==> config.mk <==
export PLATFORM = sky130hd
export DESIGN_NAME = alu_share_arbiter
export DESIGN_NICKNAME = d
export VERILOG_FILES = /design/src/rtl/alu_pkg.sv /design/src/rtl/alu_arb_slot.sv /design/src/rtl/alu_share_arbiter.sv
export SDC_FILE = /design/constraint.sdc
export NUM_CORES = 1
export LEC_CHECK = 0
export BUFFER_PORTS_ARGS = -buffer_cell sky130_fd_sc_hd__clkbuf_2
export CORE_AREA = 3 3 129 131
export DETAILED_ROUTE_END_ITERATION = 10
export DIE_AREA = 0 0 132 134
export GPL_TIMING_DRIVEN = 0
export PLACE_DENSITY = 0.57
export SLEW_MARGIN = 20
export SYNTH_ARGS = -nofsm -noshare
export SYNTH_HDL_FRONTEND = slang
export SYNTH_SLANG_ARGS = --single-unit
==> constraint.sdc <==
create_clock -name clk -period 2.61 [get_ports clk]
set_clock_uncertainty 0.15 [all_clocks]
set_input_delay 0.1305 -clock clk [delete_from_list [all_inputs] [get_ports clk]]
set_output_delay 0.1305 -clock clk [all_outputs]
set_load 0.05 [all_outputs]
==> src/rtl/alu_pkg.sv <==
// Shared ALU definitions: op codes, flag bit positions and the response payload.
package alu_pkg;

  localparam int unsigned DATA_W = 32;
  localparam int unsigned OP_W   = 3;
  localparam int unsigned FLAG_W = 4;

  localparam int unsigned FLAG_Z = 3;
  localparam int unsigned FLAG_N = 2;
  localparam int unsigned FLAG_V = 1;
  localparam int unsigned FLAG_C = 0;

  typedef enum logic [OP_W-1:0] {
    ALU_ADD = 3'b000,
    ALU_SUB = 3'b001,
    ALU_AND = 3'b010,
    ALU_OR  = 3'b011,
    ALU_SLT = 3'b101
  } alu_op_e;

  typedef struct packed {
    logic [DATA_W-1:0] result;
    logic [FLAG_W-1:0] flags;
    logic              err;
  } alu_rsp_t;

  function automatic logic op_legal(input logic [OP_W-1:0] op);
    case (op)
      ALU_ADD, ALU_SUB, ALU_AND, ALU_OR, ALU_SLT: return 1'b1;
      default:                                    return 1'b0;
    endcase
  endfunction

endpackage

==> src/rtl/alu_arb_slot.sv <==
// One response slot: captures an ALU response on load, holds it until drained.
module alu_arb_slot
  import alu_pkg::*;
#(
  parameter int unsigned TAG_W = 4
) (
  input  logic             clk,
  input  logic             rst,
  input  logic             load,
  input  logic             drain,
  input  alu_rsp_t         rsp_in,
  input  logic [TAG_W-1:0] tag_in,
  output logic             valid,
  output alu_rsp_t         rsp,
  output logic [TAG_W-1:0] tag,
  output logic             free_c
);

  // Free when empty or being emptied this cycle, so drain and refill can overlap.
  assign free_c = ~valid | drain;

  always_ff @(posedge clk) begin
    if (rst) begin
      valid <= 1'b0;
      rsp   <= '0;
      tag   <= '0;
    end else if (load) begin
      valid <= 1'b1;
      rsp   <= rsp_in;
      tag   <= tag_in;
    end else if (valid && drain) begin
      valid <= 1'b0;
    end
  end

endmodule

==> src/rtl/alu_share_arbiter.sv <==
// Arbitrates two requesters onto one external combinational ALU and registers
// each result into a per-requester response slot. Optional counters: ALU_ARB_PERF_CNT_EN.
module alu_share_arbiter
  import alu_pkg::*;
#(
  parameter int unsigned TAG_W    = 4,
  parameter int unsigned ARB_MODE = 0
) (
  input  logic              clk,
  input  logic              rst,
  input  logic              r0_req_valid,
  output logic              r0_req_ready,
  input  logic [DATA_W-1:0] r0_req_a,
  input  logic [DATA_W-1:0] r0_req_b,
  input  logic [OP_W-1:0]   r0_req_op,
  input  logic [TAG_W-1:0]  r0_req_tag,
  output logic              r0_resp_valid,
  input  logic              r0_resp_ready,
  output logic [DATA_W-1:0] r0_resp_result,
  output logic [FLAG_W-1:0] r0_resp_flags,
  output logic [TAG_W-1:0]  r0_resp_tag,
  output logic              r0_resp_err,
  input  logic              r1_req_valid,
  output logic              r1_req_ready,
  input  logic [DATA_W-1:0] r1_req_a,
  input  logic [DATA_W-1:0] r1_req_b,
  input  logic [OP_W-1:0]   r1_req_op,
  input  logic [TAG_W-1:0]  r1_req_tag,
  output logic              r1_resp_valid,
  input  logic              r1_resp_ready,
  output logic [DATA_W-1:0] r1_resp_result,
  output logic [FLAG_W-1:0] r1_resp_flags,
  output logic [TAG_W-1:0]  r1_resp_tag,
  output logic              r1_resp_err,
`ifdef ALU_ARB_PERF_CNT_EN
  output logic [15:0]       r0_grant_cnt,
  output logic [15:0]       r1_grant_cnt,
  output logic [15:0]       stall_cnt,
`endif
  output logic [DATA_W-1:0] alu_a,
  output logic [DATA_W-1:0] alu_b,
  output logic [OP_W-1:0]   alu_ctrl,
  input  logic [DATA_W-1:0] alu_result,
  input  logic [FLAG_W-1:0] alu_flags
);

  localparam bit FIXED_PRI = (ARB_MODE == 1);

  logic             free0_c, free1_c;
  logic             elig0, elig1;
  logic             gnt0, gnt1;
  logic             rr_last;
  logic [TAG_W-1:0] tag_mux;
  alu_rsp_t         rsp_in, rsp0, rsp1;

  // No handshake completes while reset is asserted.
  assign elig0 = ~rst & r0_req_valid & free0_c;
  assign elig1 = ~rst & r1_req_valid & free1_c;

  // Contention: fixed priority picks port 0, round-robin picks the port not served last.
  assign gnt0 = elig0 & (~elig1 | FIXED_PRI | rr_last);
  assign gnt1 = elig1 & ~gnt0;

  assign r0_req_ready = gnt0;
  assign r1_req_ready = gnt1;

  always_comb begin
    alu_a    = '0;
    alu_b    = '0;
    alu_ctrl = '0;
    tag_mux  = '0;
    if (gnt0) begin
      alu_a    = r0_req_a;
      alu_b    = r0_req_b;
      alu_ctrl = r0_req_op;
      tag_mux  = r0_req_tag;
    end else if (gnt1) begin
      alu_a    = r1_req_a;
      alu_b    = r1_req_b;
      alu_ctrl = r1_req_op;
      tag_mux  = r1_req_tag;
    end
  end

  assign rsp_in = '{result: alu_result, flags: alu_flags, err: ~op_legal(alu_ctrl)};

  // rr_last = 1 means port 1 was served last, so port 0 is favoured next.
  always_ff @(posedge clk) begin
    if (rst) begin
      rr_last <= 1'b1;
    end else if (gnt0 || gnt1) begin
      rr_last <= gnt1;
    end
  end

  alu_arb_slot #(.TAG_W(TAG_W)) u_slot0 (
    .clk    (clk),
    .rst    (rst),
    .load   (gnt0),
    .drain  (r0_resp_ready),
    .rsp_in (rsp_in),
    .tag_in (tag_mux),
    .valid  (r0_resp_valid),
    .rsp    (rsp0),
    .tag    (r0_resp_tag),
    .free_c (free0_c)
  );

  alu_arb_slot #(.TAG_W(TAG_W)) u_slot1 (
    .clk    (clk),
    .rst    (rst),
    .load   (gnt1),
    .drain  (r1_resp_ready),
    .rsp_in (rsp_in),
    .tag_in (tag_mux),
    .valid  (r1_resp_valid),
    .rsp    (rsp1),
    .tag    (r1_resp_tag),
    .free_c (free1_c)
  );

  assign r0_resp_result = rsp0.result;
  assign r0_resp_flags  = rsp0.flags;
  assign r0_resp_err    = rsp0.err;
  assign r1_resp_result = rsp1.result;
  assign r1_resp_flags  = rsp1.flags;
  assign r1_resp_err    = rsp1.err;

`ifdef ALU_ARB_PERF_CNT_EN
  logic stall_c;
  assign stall_c = (r0_req_valid & ~gnt0) | (r1_req_valid & ~gnt1);

  // Saturating event counters.
  always_ff @(posedge clk) begin
    if (rst) begin
      r0_grant_cnt <= '0;
      r1_grant_cnt <= '0;
      stall_cnt    <= '0;
    end else begin
      if (gnt0 && r0_grant_cnt != 16'hFFFF) r0_grant_cnt <= r0_grant_cnt + 16'd1;
      if (gnt1 && r1_grant_cnt != 16'hFFFF) r1_grant_cnt <= r1_grant_cnt + 16'd1;
      if (stall_c && stall_cnt != 16'hFFFF) stall_cnt <= stall_cnt + 16'd1;
    end
  end
`endif

endmodule
Yosys cells after proc, flatten, opt, wreduce, memory -nomap -nowiden
Index checks and enable logic that the tools add are counted.

Flip-flop bits (word level): 85. Memory bits (writable): 0. Input port bits: 184. Memories kept: 0. Output and inout bits: 153. Bits in read-only memories: 0. Word-level logic and storage cells: 49. Latch bits: 0.

Shift operators: 0. Div/mod/pow operators: 0. Mux-type cells: 12. Bitwise gates (word level): 15. Reductions and logical operators: 7. Magnitude comparators: 0. Add/sub/neg operators: 0. Eq/ne operators: 4. Multiply operators: 0.

Operator list (count): 32-bit two-way mux (4); 1-bit bitwise AND (6); 3-bit by 2-bit equality test with 1-bit output, second input constant (2); 3-bit two-way mux (2); 1-bit inverter (6); 1-bit two-way mux (5); 5-bit OR reduction (1); 4-bit two-way mux (1); 2-bit nonzero test (2); 3-bit by 1-bit equality test with 1-bit output, second input constant (1); 3-bit equality test, second input constant (1); 3-bit logical NOT (1); 1-bit OR (3); 1-bit logical AND (2); 1-bit logical OR (1).

Logic depth before layout (Yosys ltp)
Depth in word-level cells: 14. Gate-level depth with buffers: 7. Mapped depth without buffers: 5.

Hierarchy
A second synthesis with hierarchy kept.

Cell total of the unflattened synthesis: 368. Area, all modules: 3905.0 sq um.

By module, submodules not included: alu_arb_slot (times used 2, cells each 137, seq. area each 840.8 sq um, area an instance 1535.2 sq um); alu_share_arbiter (times used 1, cells each 94, seq. area each 20.0 sq um, area an instance 834.6 sq um).

Worst setup path after synthesis
No wires, ideal clock.

Path type: register to output. Start: register u_slot1.valid. End: output port alu_ctrl[0]. Buffers on the path: 2. Setup slack: 197 ps. Arrival: 2132 ps. Stages on the path, launching flop included: 7. Data required time: 2329 ps. Path through: dfxtp_1 -> nand2b_2 -> a211oi_4 -> buf_4 -> buf_4 -> nand2_1 -> o21ai_1.

Word-level cells in the longest chain between the ends: 10.

RTL lines: from (decl) (RTL line alu_arb_slot.sv:13) `output logic valid,`; from (signal assigned) (RTL line alu_arb_slot.sv:24) `valid <= 1'b0;`; from (signal assigned) (RTL line alu_arb_slot.sv:28) `valid <= 1'b1;`; from (signal assigned) (RTL line alu_arb_slot.sv:32) `valid <= 1'b0;`; 1-bit inverter (*) (RTL line alu_arb_slot.sv:20) `assign free_c = ~valid | drain;`; 1-bit OR (*) (RTL line alu_arb_slot.sv:20); 1-bit bitwise AND (*) (RTL line alu_share_arbiter.sv:58) `assign elig1 = ~rst & r1_req_valid & free1_c;`; 1-bit inverter (*) (RTL line alu_share_arbiter.sv:61) `assign gnt0 = elig0 & (~elig1 | FIXED_PRI | rr_last);`; 1-bit OR (*) (RTL line alu_share_arbiter.sv:61); 1-bit bitwise AND (*) (RTL line alu_share_arbiter.sv:61); via r0_req_ready (RTL line alu_share_arbiter.sv:12) `output logic r0_req_ready,`; 1-bit inverter (RTL line alu_share_arbiter.sv:62) `assign gnt1 = elig1 & ~gnt0;`; 1-bit bitwise AND (RTL line alu_share_arbiter.sv:62); 3-bit two-way mux (RTL line alu_share_arbiter.sv:77) `end else if (gnt1) begin`; 3-bit two-way mux (*) (RTL line alu_share_arbiter.sv:72) `if (gnt0) begin`; to (decl) (RTL line alu_share_arbiter.sv:42) `output logic [OP_W-1:0] alu_ctrl,`.

Mark *: on every way through the listed nets, which the timed path passes. The rest lies on a longest branch.

Worst setup path after layout
Start: register u_slot0.valid. End: output port alu_b[18].

Word-level cells in the longest chain between the ends: 8.

RTL lines: from (decl) (RTL line alu_arb_slot.sv:13); from (signal assigned) (RTL line alu_arb_slot.sv:24); from (signal assigned) (RTL line alu_arb_slot.sv:28); from (signal assigned) (RTL line alu_arb_slot.sv:32); 1-bit inverter (*) (RTL line alu_arb_slot.sv:20); 1-bit OR (*) (RTL line alu_arb_slot.sv:20); 1-bit bitwise AND (*) (RTL line alu_share_arbiter.sv:57) `assign elig0 = ~rst & r0_req_valid & free0_c;`; 1-bit bitwise AND (*) (RTL line alu_share_arbiter.sv:61); 1-bit inverter (RTL line alu_share_arbiter.sv:62); 1-bit bitwise AND (RTL line alu_share_arbiter.sv:62); 32-bit two-way mux (RTL line alu_share_arbiter.sv:77); 32-bit two-way mux (*) (RTL line alu_share_arbiter.sv:72); to (decl) (RTL line alu_share_arbiter.sv:41) `output logic [DATA_W-1:0] alu_b,`.

Every way passes the cells marked *; elsewhere a longest branch is shown, timed or not.

==> summary.md <==
| Metric | Value |
|---|---|
| Row count | `46` |
| Via Count | `4,874` |
| Uppermost layer routed | `met4` |
| Cell repeated most along the worst path | `buf_4` |
| Worst setup path endpoint | `alu_b[18]` |
| Critical path's slowest cell | `dfxtp_1` |
| Adder-Cell Fraction of Synth Area | `0%` |
| Initial antenna violation count | `4` |
| Met1 WL | `8.20 mm` |
| Leak Pwr | `around 3.2 nW` |
| Final Core Density | `between 40% and 50%` |
| Max-cap viol count | `0` |
| Mux contribution to synthesized area | `0.533%` |
| CTS Sinks | `85` |
| Nets@finish | `1,040` |
| Global-route wire length before repair | `29.3 mm` |
| Crit Path Max Fanout | `10` |
| Total iterations of the first detailed-routing run | `4` |
| Final Hold Fails | `0` |
| Worst-path cell chain | `nor2b_2 > o211ai_4 > inv_2 > buf_4 > buf_4 > a22o_1 > clkbuf_2` |
| Sequential fraction of the synthesis area | `45.3%` |
| Ratio of cells with drive above 1 in the final layout | `roughly 44%` |
| CTS buffer count | `9` |
| Fmax | `~400 MHz` |
| Clock Latency Late Sink | `about 330 ps` |
| Initial Util | `23.9%` |
| WL final | `20.2 mm` |
| Final setup violation count | `0` |
| Number of port buffers | `336` |
| Pins Over Slew Limit | `0` |
| Layout area overhead | `74.6%` |
| Min Tclk post-route | `2500 ps` |
| Root Driver | `clkbuf_16` |
| Critical R2R Capture | `u_slot0.rsp[0]` |
| Worst-case reg-to-reg path depth | `7` |
| Final ANT Viol Nets | `0` |
| Clock buffer depth | `2` |
| Met3 WL | `1.21 mm` |
| Most frequent cells in the layout | `clkbuf_2 (340), nand2_1 (125), dfxtp_1 (85), a22o_1 (65), dlygate4sd3_1 (49)` |
| Gr ovfl total | `0` |
| Path type of the worst min-delay path | `primary input to flip-flop` |
| Post-synthesis register bit count | `85` |
| Vias per cell | `4.50` |
| Flop2flop setup slack | `350 ps` |
| Synth warn | `0` |
| Run status | `completed` |
| Final period utilization | `95.7%` |
| Die H | `134 µm` |
| Max stage delay on crit path | `350 ps` |
| Setup TNS | `0 ps` |
| Die width | `132 µm` |
| Buf/Inv on CP | `4` |
| Mapped Avg Cell Area | `8.22 µm²` |
| Largest family of logic cells by synthesized area | `compound AO/OA/AOI/OAI gates` |
| Post-Synth XOR/XNOR Area | `0%` |
| WL met2 | `10.3 mm` |
| CP Depth | `7` |
| Least-Margin Pin Slew | `between 400 and 500 ps` |
| CP Launch Point | `u_slot0.valid` |
| Synth Area in Compound Gates | `27.5%` |
| Iteration-0 DRC Markers | `219` |
| Leading cell type in the layout, fill and taps excluded | `clkbuf_2` |
| Post-Synth Simple-Gate Area | `21.2%` |
| Io pins | `337` |
| CP startpoint kind | `flip-flop` |
| Required time of the critical path | `roughly 2300 ps` |
| CTS tree | `yes` |
| Critical Path AT | `2220 ps` |
| Largest net degree at the start of global routing | `15` |
| DR WL/cell | `roughly 19 µm` |
| Htree depth | `3` |
| Top delay family on crit path | `buffers and inverters` |
| RSZ-0062 raised after global routing | `false` |
| Core Box Area | `0.0157 mm²` |
| DIE AREA | `around 0.018 mm²` |
| Max_slew headroom | `68.8%` |
| Synth cell types | `23` |
| Vias in the first global route | `4,838` |
| Total track usage | `21.9%` |
| Worst VDD drop | `approximately 0.29 mV` |
| Reg2reg start | `u_slot1.valid` |
| Setup crit end kind | `output pin` |
| Filler cell count in the final layout | `~1,600` |
| Post-Syn Area | `0.00376 mm²` |
| Residual DRC count | `0` |
| Synthesized Nets | `641` |
| Pwr dens | `616 mW/mm²` |
| Crit Path Class | `flip-flop to output pin` |
| DP HPWL | `16.4 mm` |
| Clk slew on worst S/H paths | `about 60 ps` |
| Final weighted congestion in routability-driven placement | `0.916` |
| Cell count after synthesis | `457` |
## flip-flops by register name, summed over array words and instances, names as in the netlist
register / cells
rr_last: 1
u_slot0.rsp: 37
u_slot0.valid: 1
u_slot1.valid: 1
u_slot0.tag: 4
u_slot1.tag: 4
u_slot1.rsp: 37
## tightest hold or removal path, stage by stage
cell and delay, ps:
clkbuf_2 90, nand2b_1 50, nand4b_1 120, a21oi_1 70
## cell type report
class,count,area [µm²],area share (%)
clock inverter,5,58.8,0.897
timing repair buffer,389,2200,33.6
tap,216,270,4.12
buffer,39,203,3.09
sequential,85,1700,26.0
clock buffer,11,243,3.70
inverter,1,3.75,0.0573
multi-input combinational,331,1860,28.4
antenna,5,12.5,0.191
## power by group
| group | total, mW | internal, mW | switching (mW) |
|---|---|---|---|
| combinational | 1.31 | 0.391 | 0.918 |
| sequential | 1.43 | 1.38 | 0.0452 |
| clock | 1.30 | 0.770 | 0.534 |
## synth_stat cells
cell,instances,area [µm²]
nand2b_1,43,269
o211ai_2,1,12.5
o21bai_1,1,7.51
clkbuf_1,22,82.6
a22o_1,65,569
nand2_1,125,469
o21ai_1,27,135
a221o_1,1,10.0
mux2i_1,2,20.0
buf_4,11,82.6
a211oi_4,1,20.0
and2_1,1,6.26
buf_2,7,35.0
nor2b_1,2,12.5
a21oi_1,42,210
nor2b_2,1,8.76
dfxtp_1,85,1700
nand3_1,1,5.00
nand2b_2,1,8.76
nor2_1,2,7.51
inv_2,1,3.75
o21ai_0,14,70.1
nand4b_1,1,8.76
## per-layer routing
layer / track usage (%) / up-vias
li1: - / 2381
met1: 25.5 / 2253
met2: 40.1 / 216
met3: 5.55 / 24
met4: 5.89 / 0
met5: 0 / -
## kinds of logic (layout without fill, tap and decap cells)
logic type | Yosys count | after routing
mux | 2 | 2
other cells | 0 | 5
flops | 85 | 85
buf+inv | 41 | 445
simple gates | 177 | 177
compound gates | 152 | 152
## stage by stage
stage	power (mW)	cells	setup WS, ps	hold slack [ps]	cell area (µm²)
floorplan	2.28	457	197	89.1	3760
global placement	2.70	1009	109	186	5710
detailed placement	2.70	1009	69.9	190	5710
CTS	4.08	1076	20.5	23.8	6530
global route	4.21	1080	0.982	43.5	6550
finish	4.04	1082	112	29.1	6560
## repair_timing
item	CTS	global route
hold endpoints to repair	84	0
hold buffers	49	0
pin swaps	1	1
buffers inserted	2	2
endpoints found under the setup margin	68	34
gates resized for setup	3	8
## worst min-delay path by stage
stage               depth (start not counted)  slack [ps]     startpoint               to
finish                                      4          30   r1_req_op[0]   u_slot1.rsp[0]
global placement                            3         190  r0_req_tag[2]   u_slot0.tag[2]
CTS                                         4          20   r1_req_op[0]   u_slot1.rsp[0]
detailed placement                          3         190  r0_req_tag[2]   u_slot0.tag[2]
global route                                4          40   r1_req_op[0]   u_slot1.rsp[0]
floorplan                                   2          90  alu_result[9]  u_slot0.rsp[14]
(Power assumes the default switching activity.)
